### src/rtl/neat_sched_pkg.sv
// Shared types and defaults for the NEAT index-counter scheduler.
// Imported by the arbiter and by count_sched.
package neat_sched_pkg;

  typedef enum logic [1:0] {
    IDLE = 2'd0,
    RUN  = 2'd1,
    DONE = 2'd2
  } state_t;

  localparam int DEF_NUM_REQ = 4;
  localparam int DEF_CNT_W   = 8;

  // Pointer width for a requester index; never below 1 bit so the ports stay legal.
  function automatic int ptr_w(input int n);
    return (n <= 2) ? 1 : $clog2(n);
  endfunction

endpackage

### src/rtl/rr_arbiter.sv
// Combinational round-robin arbiter: first requester at or after rr_ptr wins, cyclically.
// The pointer register itself lives in count_sched.
module rr_arbiter
  import neat_sched_pkg::*;
#(
  parameter int NUM_REQ = DEF_NUM_REQ,
  localparam int PW = ptr_w(NUM_REQ)
) (
  input  logic [NUM_REQ-1:0] req,
  input  logic [PW-1:0]      rr_ptr,
  output logic [NUM_REQ-1:0] winner,
  output logic [PW-1:0]      winner_idx,
  output logic               any_req
);

  logic [PW:0] cand;
  logic        found;

  // Walk the requesters starting at rr_ptr, wrapping modulo NUM_REQ.
  always_comb begin
    winner     = '0;
    winner_idx = '0;
    found      = 1'b0;
    cand       = '0;
    for (int k = 0; k < NUM_REQ; k++) begin
      cand = {1'b0, rr_ptr} + (PW+1)'(k);
      if (cand >= (PW+1)'(NUM_REQ)) begin
        cand = cand - (PW+1)'(NUM_REQ);
      end
      if (!found && req[cand[PW-1:0]]) begin
        found      = 1'b1;
        winner_idx = cand[PW-1:0];
      end
    end
    if (found) begin
      winner[winner_idx] = 1'b1;
    end
  end

  assign any_req = |req;

endmodule

### src/rtl/count_sched.sv
// Shares one index counter among NUM_REQ requesters: round-robin grant,
// then a valid/ready scan 0..len-1 with a one-cycle done pulse to the owner.
module count_sched
  import neat_sched_pkg::*;
#(
  parameter int NUM_REQ = DEF_NUM_REQ,
  parameter int CNT_W   = DEF_CNT_W
) (
  input  logic                     clk,
  input  logic                     rst,
  input  logic [NUM_REQ-1:0]       req,
  input  logic [NUM_REQ*CNT_W-1:0] len,
  output logic [NUM_REQ-1:0]       grant,
  output logic [CNT_W-1:0]         idx,
  output logic                     idx_valid,
  input  logic                     idx_ready,
  output logic [NUM_REQ-1:0]       done,
  output logic                     busy
);

  localparam int PW = ptr_w(NUM_REQ);

  state_t             state;
  logic [PW-1:0]      rr_ptr;
  logic [PW-1:0]      owner;
  logic [CNT_W-1:0]   len_lat;
  logic [NUM_REQ-1:0] win_oh;
  logic [PW-1:0]      win_idx;
  logic               any_req;
  logic [CNT_W-1:0]   sel_len;
  logic [CNT_W-1:0]   last_idx;
  logic [PW-1:0]      next_ptr;
  logic               transfer;

  rr_arbiter #(.NUM_REQ(NUM_REQ)) u_arb (
    .req       (req),
    .rr_ptr    (rr_ptr),
    .winner    (win_oh),
    .winner_idx(win_idx),
    .any_req   (any_req)
  );

  assign sel_len  = len[int'(win_idx)*CNT_W +: CNT_W];
  // Only meaningful in RUN, where len_lat is known to be non-zero.
  assign last_idx = len_lat - CNT_W'(1);
  assign next_ptr = (owner == PW'(NUM_REQ-1)) ? '0 : owner + PW'(1);
  assign transfer = idx_valid && idx_ready;

  always_ff @(posedge clk or negedge rst) begin
    if (!rst) begin
      state     <= IDLE;
      rr_ptr    <= '0;
      owner     <= '0;
      len_lat   <= '0;
      grant     <= '0;
      idx       <= '0;
      idx_valid <= 1'b0;
      done      <= '0;
      busy      <= 1'b0;
    end else begin
      case (state)
        IDLE: begin
          if (any_req) begin
            grant   <= win_oh;
            owner   <= win_idx;
            len_lat <= sel_len;
            idx     <= '0;
            busy    <= 1'b1;
            if (sel_len != '0) begin
              state     <= RUN;
              idx_valid <= 1'b1;
            end else begin
              // Empty scan: skip straight to the completion pulse.
              state <= DONE;
              done  <= win_oh;
            end
          end
        end
        RUN: begin
          if (transfer) begin
            if (idx == last_idx) begin
              state     <= DONE;
              idx_valid <= 1'b0;
              done      <= grant;
            end else begin
              idx <= idx + CNT_W'(1);
            end
          end
        end
        DONE: begin
          state  <= IDLE;
          grant  <= '0;
          done   <= '0;
          busy   <= 1'b0;
          idx    <= '0;
          rr_ptr <= next_ptr;
        end
        default: begin
          state <= IDLE;
        end
      endcase
    end
  end

endmodule

### config.mk
export PLATFORM = sky130hd
export DESIGN_NAME = count_sched
export DESIGN_NICKNAME = d
export VERILOG_FILES = /design/src/rtl/neat_sched_pkg.sv /design/src/rtl/rr_arbiter.sv /design/src/rtl/count_sched.sv
export SDC_FILE = /design/constraint.sdc
export NUM_CORES = 1
export LEC_CHECK = 0
export CAP_MARGIN = 20
export CORE_UTILIZATION = 45
export CTS_BUF_LIST = sky130_fd_sc_hd__clkbuf_4 sky130_fd_sc_hd__clkbuf_8
export CTS_CLUSTER_SIZE = 24
export DETAILED_ROUTE_END_ITERATION = 8
export PLACE_DENSITY_LB_ADDON = 0.25
export SYNTH_ARGS = -nofsm -noshare
export SYNTH_HDL_FRONTEND = slang
export SYNTH_SLANG_ARGS = --single-unit
### constraint.sdc
create_clock -name clk -period 4.02 [get_ports clk]
set_input_delay 0.804 -clock clk [delete_from_list [all_inputs] [get_ports clk]]
set_output_delay 0.804 -clock clk [all_outputs]
set_load 0.1 [all_outputs]
* Word-level counts from Yosys, hierarchy flattened
Cells that the tools add are included.
** Cells by class
- $add $sub $neg :: 10
- Order comparisons :: 10
- Eq/ne operators :: 10
- Shifts and indexed selects :: 1
- Multiplexer cells :: 47
- Reductions and logical operators :: 20
** Operators with widths (number)
- variable part select 32 x 6 -> 8 bit :: 1
- two-way mux 2 bit :: 13
- two-way mux 4 bit :: 6
- two-way mux 8 bit :: 3
- one-hot mux 8 bit (3 select lines) :: 1
- less-than comparator 2 x 3 -> 1 bit, second input constant :: 5
- two-way mux 1 bit :: 14
- != test 2 bit, second input constant :: 6
- one-hot mux 4 bit (3 select lines) :: 1
- AND reduction 5 bit :: 2
- >= comparator 3 bit, second input constant :: 3
- adder 8 x 1 -> 8 bit, second input constant :: 1
- binary-select mux 1 bit (select 2 bit) :: 4
- == test 8 bit :: 1
- one-hot mux 4 bit (2 select lines) :: 1
- nonzero test 8 bit :: 1
- subtractor 2 x 1 -> 2 bit, second input constant :: 4
- subtractor 8 x 1 -> 8 bit, second input constant :: 1
- adder 2 x 2 -> 3 bit, second input constant :: 2
- logical AND 1 bit :: 5
- == test 2 bit, second input constant :: 2
- one-hot mux 1 bit (2 select lines) :: 2
- one-hot mux 2 bit (2 select lines) :: 1
- AND reduction 2 bit :: 2
- 13 further kinds :: 16
** Word-level totals
- Register bits after elaboration :: 32

* Depth between registers and ports, before layout
Gate-level depths: netlist of run 1.
- Depth in word-level cells :: 22
- Gate-level depth with buffers :: 12
- Mapped depth without buffers :: 10

* By module
Synthesis of run 1 repeated with hierarchy kept, for this count alone.
** Unflattened totals
- Cells, all modules :: 221
- Area total of the unflattened synthesis :: 2192.1 um2
** By module, submodules not included
- count_sched :: cells an instance 188, area each 1980.6 um2, instances 1
- rr_arbiter :: cells an instance 33, area each 211.5 um2, instances 1

* Worst setup path before layout of run 1
Ideal clock, no wire load.
- Path type :: input-to-reg
- Start :: input port req[3]
- End :: register done[0]
- Library setup time :: 0.126 ns
- Cell stages on the path :: 9
- Data required time :: 3.894 ns
- Slack :: 0.724 ns
- Data arrival time :: 3.169 ns
- Path buffers :: 1
- Cell sequence :: nand2b_1 > a211oi_4 > buf_6 > nor3b_1 > a211oi_1 > o22ai_1 > or4_4 > a221oi_4 > mux2_4
** Between the ends
- Word-level cells in the longest chain between the ends :: 20
- Elaborated cells between the ends (all ways) :: 37
- Those cells by class :: 2 x order compare; 2 x eq/ne; 1 x shift; 22 x mux; 10 x reduce/logical
** Ends and longest elaborated chain
- start: declaration :: RTL line count_sched.sv:11 : input logic [NUM_REQ-1:0] req,
- binary-select mux 1 bit (select 2 bit) :: RTL line rr_arbiter.sv:30 : if (!found && req[cand[PW-1:0]]) begin
- two-way mux 1 bit (implied by the code) :: RTL line rr_arbiter.sv:30
- two-way mux 1 bit :: RTL line rr_arbiter.sv:30
- zero test 1 bit :: RTL line rr_arbiter.sv:30
- logical AND 1 bit :: RTL line rr_arbiter.sv:30
- two-way mux 1 bit :: RTL line rr_arbiter.sv:30
- zero test 1 bit :: RTL line rr_arbiter.sv:30
- logical AND 1 bit :: RTL line rr_arbiter.sv:30
- [... 4 more ...]
- less-than comparator 2 x 3 -> 1 bit (implied by the code) or >= comparator 2 x 1 -> 1 bit (tied branches) :: RTL line rr_arbiter.sv:36 : winner[winner_idx] = 1'b1;
- logical AND 1 bit (implied by the code) :: RTL line rr_arbiter.sv:36
- two-way mux 1 bit (implied by the code) :: RTL line rr_arbiter.sv:36
- demux 1 bit (select 2 bit)
- two-way mux 4 bit :: RTL line rr_arbiter.sv:35 : if (found) begin
- two-way mux 4 bit :: RTL line count_sched.sv:69 : if (sel_len != '0) begin
- two-way mux 4 bit :: RTL line count_sched.sv:63 : if (any_req) begin
- one-hot mux 4 bit (3 select lines) :: RTL line count_sched.sv:61 : case (state)
- end signal: assignment :: RTL line count_sched.sv:75 : done <= win_oh;
- end signal: assignment :: RTL line count_sched.sv:84 : done <= grant;
- end: declaration :: RTL line count_sched.sv:17 : output logic [NUM_REQ-1:0] done,
Parallel ways exist; a longest one is shown, timed or not. The select of a mux whose other input is x is not followed.
A chain may end at the register's enable or synchronous reset.

* Worst setup path after layout of run 1
- Start :: input port req[3]
- End :: register done[2]
Same word-level chain as after synthesis.

==> impl_metrics.json, run 1 <==
{
  "port_buffers": 56,
  "h-tree-depth": 2,
  "rsz0062_at_grt": "no",
  "yosysTopAreaCellShare_pct": 35.0,
  "finalNetCount": 353,
  "critPathKind": "input port to flip-flop",
  "vias": 2112,
  "min_delay_path_depth": 2,
  "startpoint_type": "input port",
  "clk_latency_ps": 300,
  "drv_cap": 0,
  "r2r_setup_slack_ps": 790,
  "ys_warn_count": 0,
  "synthTopCellsByCount": "32 x dfrtp_1, 28 x nand2_1, 17 x nor3b_1",
  "start_util_pct": 47.4,
  "routedWlPerCell_um": 15.3,
  "track_usage_pct": 22.4,
  "stdcell_area_mm2": 0.00302,
  "relSlewSlack_pct": 35.0,
  "cp_max_fo": 15,
  "ys_ff_latch": 32,
  "drc": 0,
  "dp_cells": 367,
  "drt-pass1-iter-count": 4,
  "peakVddDrop_mv": 0.490,
  "fp.dieW_um": 73.3,
  "cts_tree": "done",
  "antenna_found_initial": 0,
  "root_buffer": "clkbuf_8",
  "nFillCells": 452,
  "min-delay-start": "busy$_DFFE_PN0P_",
  "cts_made_buffers": 5,
  "clkTransAtPathRegs_ps": 80,
  "drt-total-wl_mm": 5.74,
  "final_cell_count_no_fill": 375,
  "syn-num-nets": 296,
  "reg2reg_to": "done[2]$_DFFE_PN0P_",
  "rr_worst_depth": 8,
  "synth_most_common_cell": "dfrtp_1",
  "die_area_mm2": 0.00537,
  "p_leak_nw": 1.19,
  "status": "completed",
  "first_global_vias": 1975,
  "synth_cells": 250,
  "syn2layout_area_growth_pct": 32.3,
  "cp.required_ps": 4210,
  "drive_above_1_share_pct": 10.4,
  "synth_top_cell_by_area": "dfrtp_1",
  "critPathCaptureType": "flip-flop",
  "ys_types": 49,
  "cp.arrival_ps": 3990,
  "clk_path_buf_depth": 2,
  "fin_crit_ps": 3800,
  "async_reset_ff_share_pct": 100,
  "drtAntennaViolNets": 0,
  "grt_max_degree": 33,
  "synthTopCellsByArea": "dfrtp_1 35%, nor3b_1 5.6%, a211oi_1 5.3%, nand2_1 4.6%, o31ai_1 3.9%",
  "hold_violations": 0,
  "hold_end": "busy$_DFFE_PN0P_",
  "ys_seq_area_share_pct": 35.0,
  "hpwl_mm": 4.37,
  "drtIter0Drc": 130,
  "powerDensity_mw_per_mm2": 733,
  "cts_setup_buffers": 0,
  "place.gp.congestion": 0.796,
  "fp-row-count": 25,
  "grt-ovfl-total": 0,
  "avgSynthCellArea_um2": 9.14,
  "r2r-start": "rr_ptr[0]$_DFFE_PN0P_",
  "num_io_pins": 57,
  "grt_pass1_wl_mm": 9.11,
  "chipHeight_um": 73.3,
  "syn_area_mm2": 0.00228,
  "final-setup-viol-count": 0,
  "cts.sinks": 32,
  "fin_crit_sh_pct": 94.5,
  "synth_edf_count": 0,
  "via_per_inst": 5.63,
  "ys.flop_type": "dfrtp_1",
  "n_antenna_cell": 0,
  "coreArea_mm2": 0.00482,
  "fmax_mhz": 263,
  "placed_area_mm2": 0.00293,
  "finalMaxSlewViolations": 0,
  "hp-class": "flip-flop to flip-flop",
  "fin_worst_skew_ps": 11.9,
  "tightest_slew_ps": 972
}
[placed cells by master, fill, tap and decap left out, drive strengths merged, types with 2 or more instances in the layout]
cell type      synthesis  final
o21ai                 13     13
dfrtp                 32     32
xnor2                  9      9
clkdlybuf4s50          0     56
nor4                   5      5
or4                    3      3
and2                   2      2
a22o                   7      7
nor3                   4      4
a211oi                18     18
nand3                  7      7
o41ai                  2      2
o22ai                  4      4
nor3b                 18     18
nand2                 28     28
and3                   2      2
nor2b                  2      2
a21oi                  8      8
nor2                  11     11
a21o                   2      2
mux2i                  4      4
buf                    5     10
clkbuf                11      5
o31ai                 12     12
a32o                   2      2
ha                     7      7
inv                    8      8
clkinvlp               0      2
mux2                   7      7
nand2b                 3      3
[layer usage]
layer | wire length, um | vias up | GRT usage (%)
met3 | 239 | 9 | 4.80
met4 | 87 | 0 | 8.71
li1 | - | 1060 | -
met1 | 2670 | 992 | 28.6
met5 | 0 | - | 0
met2 | 2750 | 51 | 36.9
[report_power, final]
group / leakage (nW) / total, mW / switching, mW / internal [mW]
sequential: 0.407 / 0.582 / 0.142 / 0.440
clock: 0.0404 / 0.256 / 0.134 / 0.122
combinational: 0.747 / 1.38 / 0.866 / 0.510
total: 1.19 / 2.21 / 1.14 / 1.07
[worst max path at each step]
stage,startpoint,to,slack [ps]
global route,req[3],done[2]$_DFFE_PN0P_,20
detailed placement,req[3],done[3]$_DFFE_PN0P_,-120
global placement,req[3],done[1]$_DFFE_PN0P_,-40
floorplan,req[3],done[0]$_DFFE_PN0P_,720
finish,req[3],done[2]$_DFFE_PN0P_,220
CTS,req[3],done[2]$_DFFE_PN0P_,200
[worst max-delay path: stages]
cell	delay [ps]
clkdlybuf4s50_1	450
nand2b_1	200
a211oi_4	580
nor3b_1	120
a211oi_1	380
o22ai_1	150
or4_4	580
a221oi_4	380
mux2_4	330
[layout make-up]
type / count / area [um^2] / area share [%]
clock buffers: 5 / 68.8 / 2.28
clock inverters: 3 / 23.8 / 0.787
inverters: 8 / 30.0 / 0.994
multi-input cells: 194 / 1380 / 45.6
flip-flops and latches: 32 / 801 / 26.5
well taps: 67 / 83.8 / 2.77
repair buffers: 66 / 636 / 21.0
[logic make-up after synthesis]
logic type	synth area share [%]
and+or+nand+nor	21.9
AOI/OAI and AO/OA	24.9
DFF	35.0
buffers and inverters	4.71
muxes	5.86
xor gates and xnor gates	3.83
adders and majority gates	3.83
[state kept, by name (all words and copies together), names as in the netlist]
signal,cells
idx,8
len_lat,8
done,4
grant,4
owner,2
rr_ptr,2
state,2
busy,1
idx_valid,1
[through the flow]
step	setup slack (ps)	util (%)	hold slack, ps	setup TNS (ps)	total power, mW
final	220	62.7	515	0	2.21
after global routing	22.0	62.7	548	0	2.36
after CTS	204	62.7	523	0	2.23
after detailed placement	-117	60.8	495	-462	1.97
after global placement	-41.2	60.8	480	-164	1.94
after floorplan	724	-	454	0	1.65
[repair_timing]
item / CTS / global route
endpoints found under the hold margin: 0 / 0
endpoints found under the setup margin: 0 / 4
hold buffers: 0 / 0
gates resized for setup: 0 / 1
No activity file was read; power rests on OpenSTA's default activity.
==> inputs of run 2 (changes only) <==
--- a/config.mk
+++ b/config.mk
@@ -7,7 +7,7 @@
 export LEC_CHECK = 0
 export CAP_MARGIN = 20
 export CORE_UTILIZATION = 45
-export CTS_BUF_LIST = sky130_fd_sc_hd__clkbuf_4 sky130_fd_sc_hd__clkbuf_8
+export CTS_BUF_LIST = sky130_fd_sc_hd__clkbuf_8
 export CTS_CLUSTER_SIZE = 24
 export DETAILED_ROUTE_END_ITERATION = 8
 export PLACE_DENSITY_LB_ADDON = 0.25
==> results of run 2 <==
Same layout as run 1: the final DEF is identical, and so are final timing and power.
==> inputs of run 3 (changes only) <==
--- a/config.mk
+++ b/config.mk
@@ -6,7 +6,9 @@
 export NUM_CORES = 1
 export LEC_CHECK = 0
 export CAP_MARGIN = 20
-export CORE_UTILIZATION = 45
+export CELL_PAD_IN_SITES_DETAIL_PLACEMENT = 0
+export CELL_PAD_IN_SITES_GLOBAL_PLACEMENT = 1
+export CORE_UTILIZATION = 38
 export CTS_BUF_LIST = sky130_fd_sc_hd__clkbuf_8
 export CTS_CLUSTER_SIZE = 24
 export DETAILED_ROUTE_END_ITERATION = 8
==> run 3 against run 2 <==
Compared with the run above: worst hold slack barely moved; global-route usage decreased by 2.2 points; clock power is 23% higher; utilization down 7.2 points; sequential power about the same; total power increased by 4.9%; largest power group unchanged; clock-buffer cell count unchanged; highest routed layer unchanged; combinational power is 4% higher.
==> impl_metrics.json, run 3 (same netlist as run 1, synthesis figures left out) <==
{
  "status": "completed",
  "final_common_cell": "clkdlybuf4s50_1",
  "cts_made_buffers": 5,
  "final_cell_mix": "56 x clkdlybuf4s50_1, 32 x dfrtp_1, 28 x nand2_1",
  "cp_max_fo": 16,
  "fp.dieW_um": 79.5,
  "fin_crit_sh_pct": 96.0,
  "cts_setup_buffers": 0,
  "cp.required_ps": 4190,
  "first_global_vias": 2068,
  "place.gp.congestion": 0.822,
  "startpoint_type": "input port",
  "routedWlPerCell_um": 15.6,
  "grt_pass1_wl_mm": 9.89,
  "hold_violations": 0,
  "ctsHoldBuffers": 0,
  "cp.arrival_ps": 4030,
  "fmax_mhz": 259,
  "die_area_mm2": 0.00633,
  "drtIter0Drc": 76,
  "r2r_setup_slack_ps": 700,
  "nFillCells": 509,
  "stdcell_area_mm2": 0.00313,
  "clk_path_buf_depth": 2,
  "min-delay-start": "owner[1]$_DFFE_PN0P_",
  "via_per_inst": 5.47,
  "rr_worst_depth": 8,
  "clk_latency_ps": 290,
  "fin_worst_skew_ps": 7.68,
  "cts.repair.resized": 0,
  "critPathCaptureType": "flip-flop",
  "grt-ovfl-total": 0,
  "start_util_pct": 40.5,
  "antenna_found_initial": 0,
  "drc": 0,
  "track_usage_pct": 20.1,
  "hp-class": "flip-flop to flip-flop",
  "cts_tree": "done",
  "clkTransAtPathRegs_ps": 70,
  "n_antenna_cell": 0,
  "drt-pass1-iter-count": 4,
  "syn2layout_area_growth_pct": 37.1,
  "num_io_pins": 57,
  "cts.sinks": 32,
  "peakVddDrop_mv": 0.539,
  "grt_max_degree": 33,
  "p_leak_nw": 1.26,
  "critPathKind": "input port to flip-flop",
  "relSlewSlack_pct": 34.8,
  "drtAntennaViolNets": 0,
  "fin_util_pct": 55.5,
  "r2r-start": "rr_ptr[0]$_DFFE_PN0P_",
  "chipHeight_um": 79.5,
  "h-tree-depth": 2,
  "placed_area_mm2": 0.00302,
  "root_buffer": "clkbuf_8",
  "min_delay_path_depth": 2,
  "hpwl_mm": 4.60,
  "drt-total-wl_mm": 6.07,
  "finalMaxSlewViolations": 0,
  "fp-row-count": 27,
  "port_buffers": 56,
  "rsz0062_at_grt": "no",
  "reg2reg_to": "done[0]$_DFFE_PN0P_",
  "finalNetCount": 363,
  "tightest_slew_ps": 975,
  "powerDensity_mw_per_mm2": 742,
  "crit_path_start": "req[3]",
  "largestRegisters": "idx: 8 flops, len_lat: 8 flops",
  "hold_end": "owner[1]$_DFFE_PN0P_",
  "drive_above_1_share_pct": 12.9,
  "vias": 2133,
  "drv_cap": 0,
  "fin_crit_ps": 3860,
  "fin_tns_setup_ps": 0,
  "final-setup-viol-count": 0,
  "coreArea_mm2": 0.00564
}
[run 3: changes by cell type in the layout (fill, tap and decap cells not counted)]
cell	previous run	this run
nor2_1	10	11
buf_4	10	19
nor2_2	1	0
bufinv_16	0	1
clkinvlp_4	2	1
buf_12	0	1
clkinv_4	1	0
clkinv_2	0	1
[run 3: stage by stage]
step	instances	setup slack [ps]	hold slack [ps]	total power [mW]
after floorplan	250	724	454	1.65
after global placement	382	-68.2	476	2.00
after detailed placement	382	-75.7	508	2.02
after CTS	390	205	524	2.34
after global routing	390	10.3	551	2.49
final	390	161	515	2.32
[run 3: layout make-up]
| class | instances | area, um^2 | share of cell area, % |
|---|---|---|---|
| Clock buffer | 5 | 68.8 | 2.20 |
| Clock inverter | 3 | 42.5 | 1.36 |
| Inverter | 8 | 30.0 | 0.959 |
| Multi-Input combinational cell | 194 | 1380 | 43.9 |
| Sequential cell | 32 | 801 | 25.6 |
| Tap cell | 72 | 90.1 | 2.88 |
| Timing Repair Buffer | 76 | 723 | 23.1 |
[run 3: worst max path at each step]
stage	end	slack (ps)	cells after the start
2_1_floorplan	done[0]$_DFFE_PN0P_	720	9
3_3_place_gp	done[3]$_DFFE_PN0P_	-70	9
3_5_place_dp	done[0]$_DFFE_PN0P_	-80	9
4_1_cts	done[0]$_DFFE_PN0P_	210	9
5_1_grt	done[0]$_DFFE_PN0P_	10	9
6_report	done[0]$_DFFE_PN0P_	160	9
[run 3: per-layer routing]
metal,track usage (%),share of wire (%)
met1,27.6,48
met2,31.9,48
met3,3.66,3.0
met4,6.36,1.4
met5,0,0
[run 3: critical path, stage by stage]
cell	delay, ps
clkdlybuf4s50_1	420
nand2b_1	180
a211oi_4	610
nor3b_1	100
a211oi_1	430
o22ai_1	180
or4_4	570
a221oi_4	390
mux2_4	340
[run 3: where the power goes]
group / leakage (nW) / internal, mW / switching, mW
sequential: 0.407 / 0.440 / 0.140
clock: 0.0541 / 0.183 / 0.131
combinational: 0.800 / 0.545 / 0.883
total: 1.26 / 1.17 / 1.15
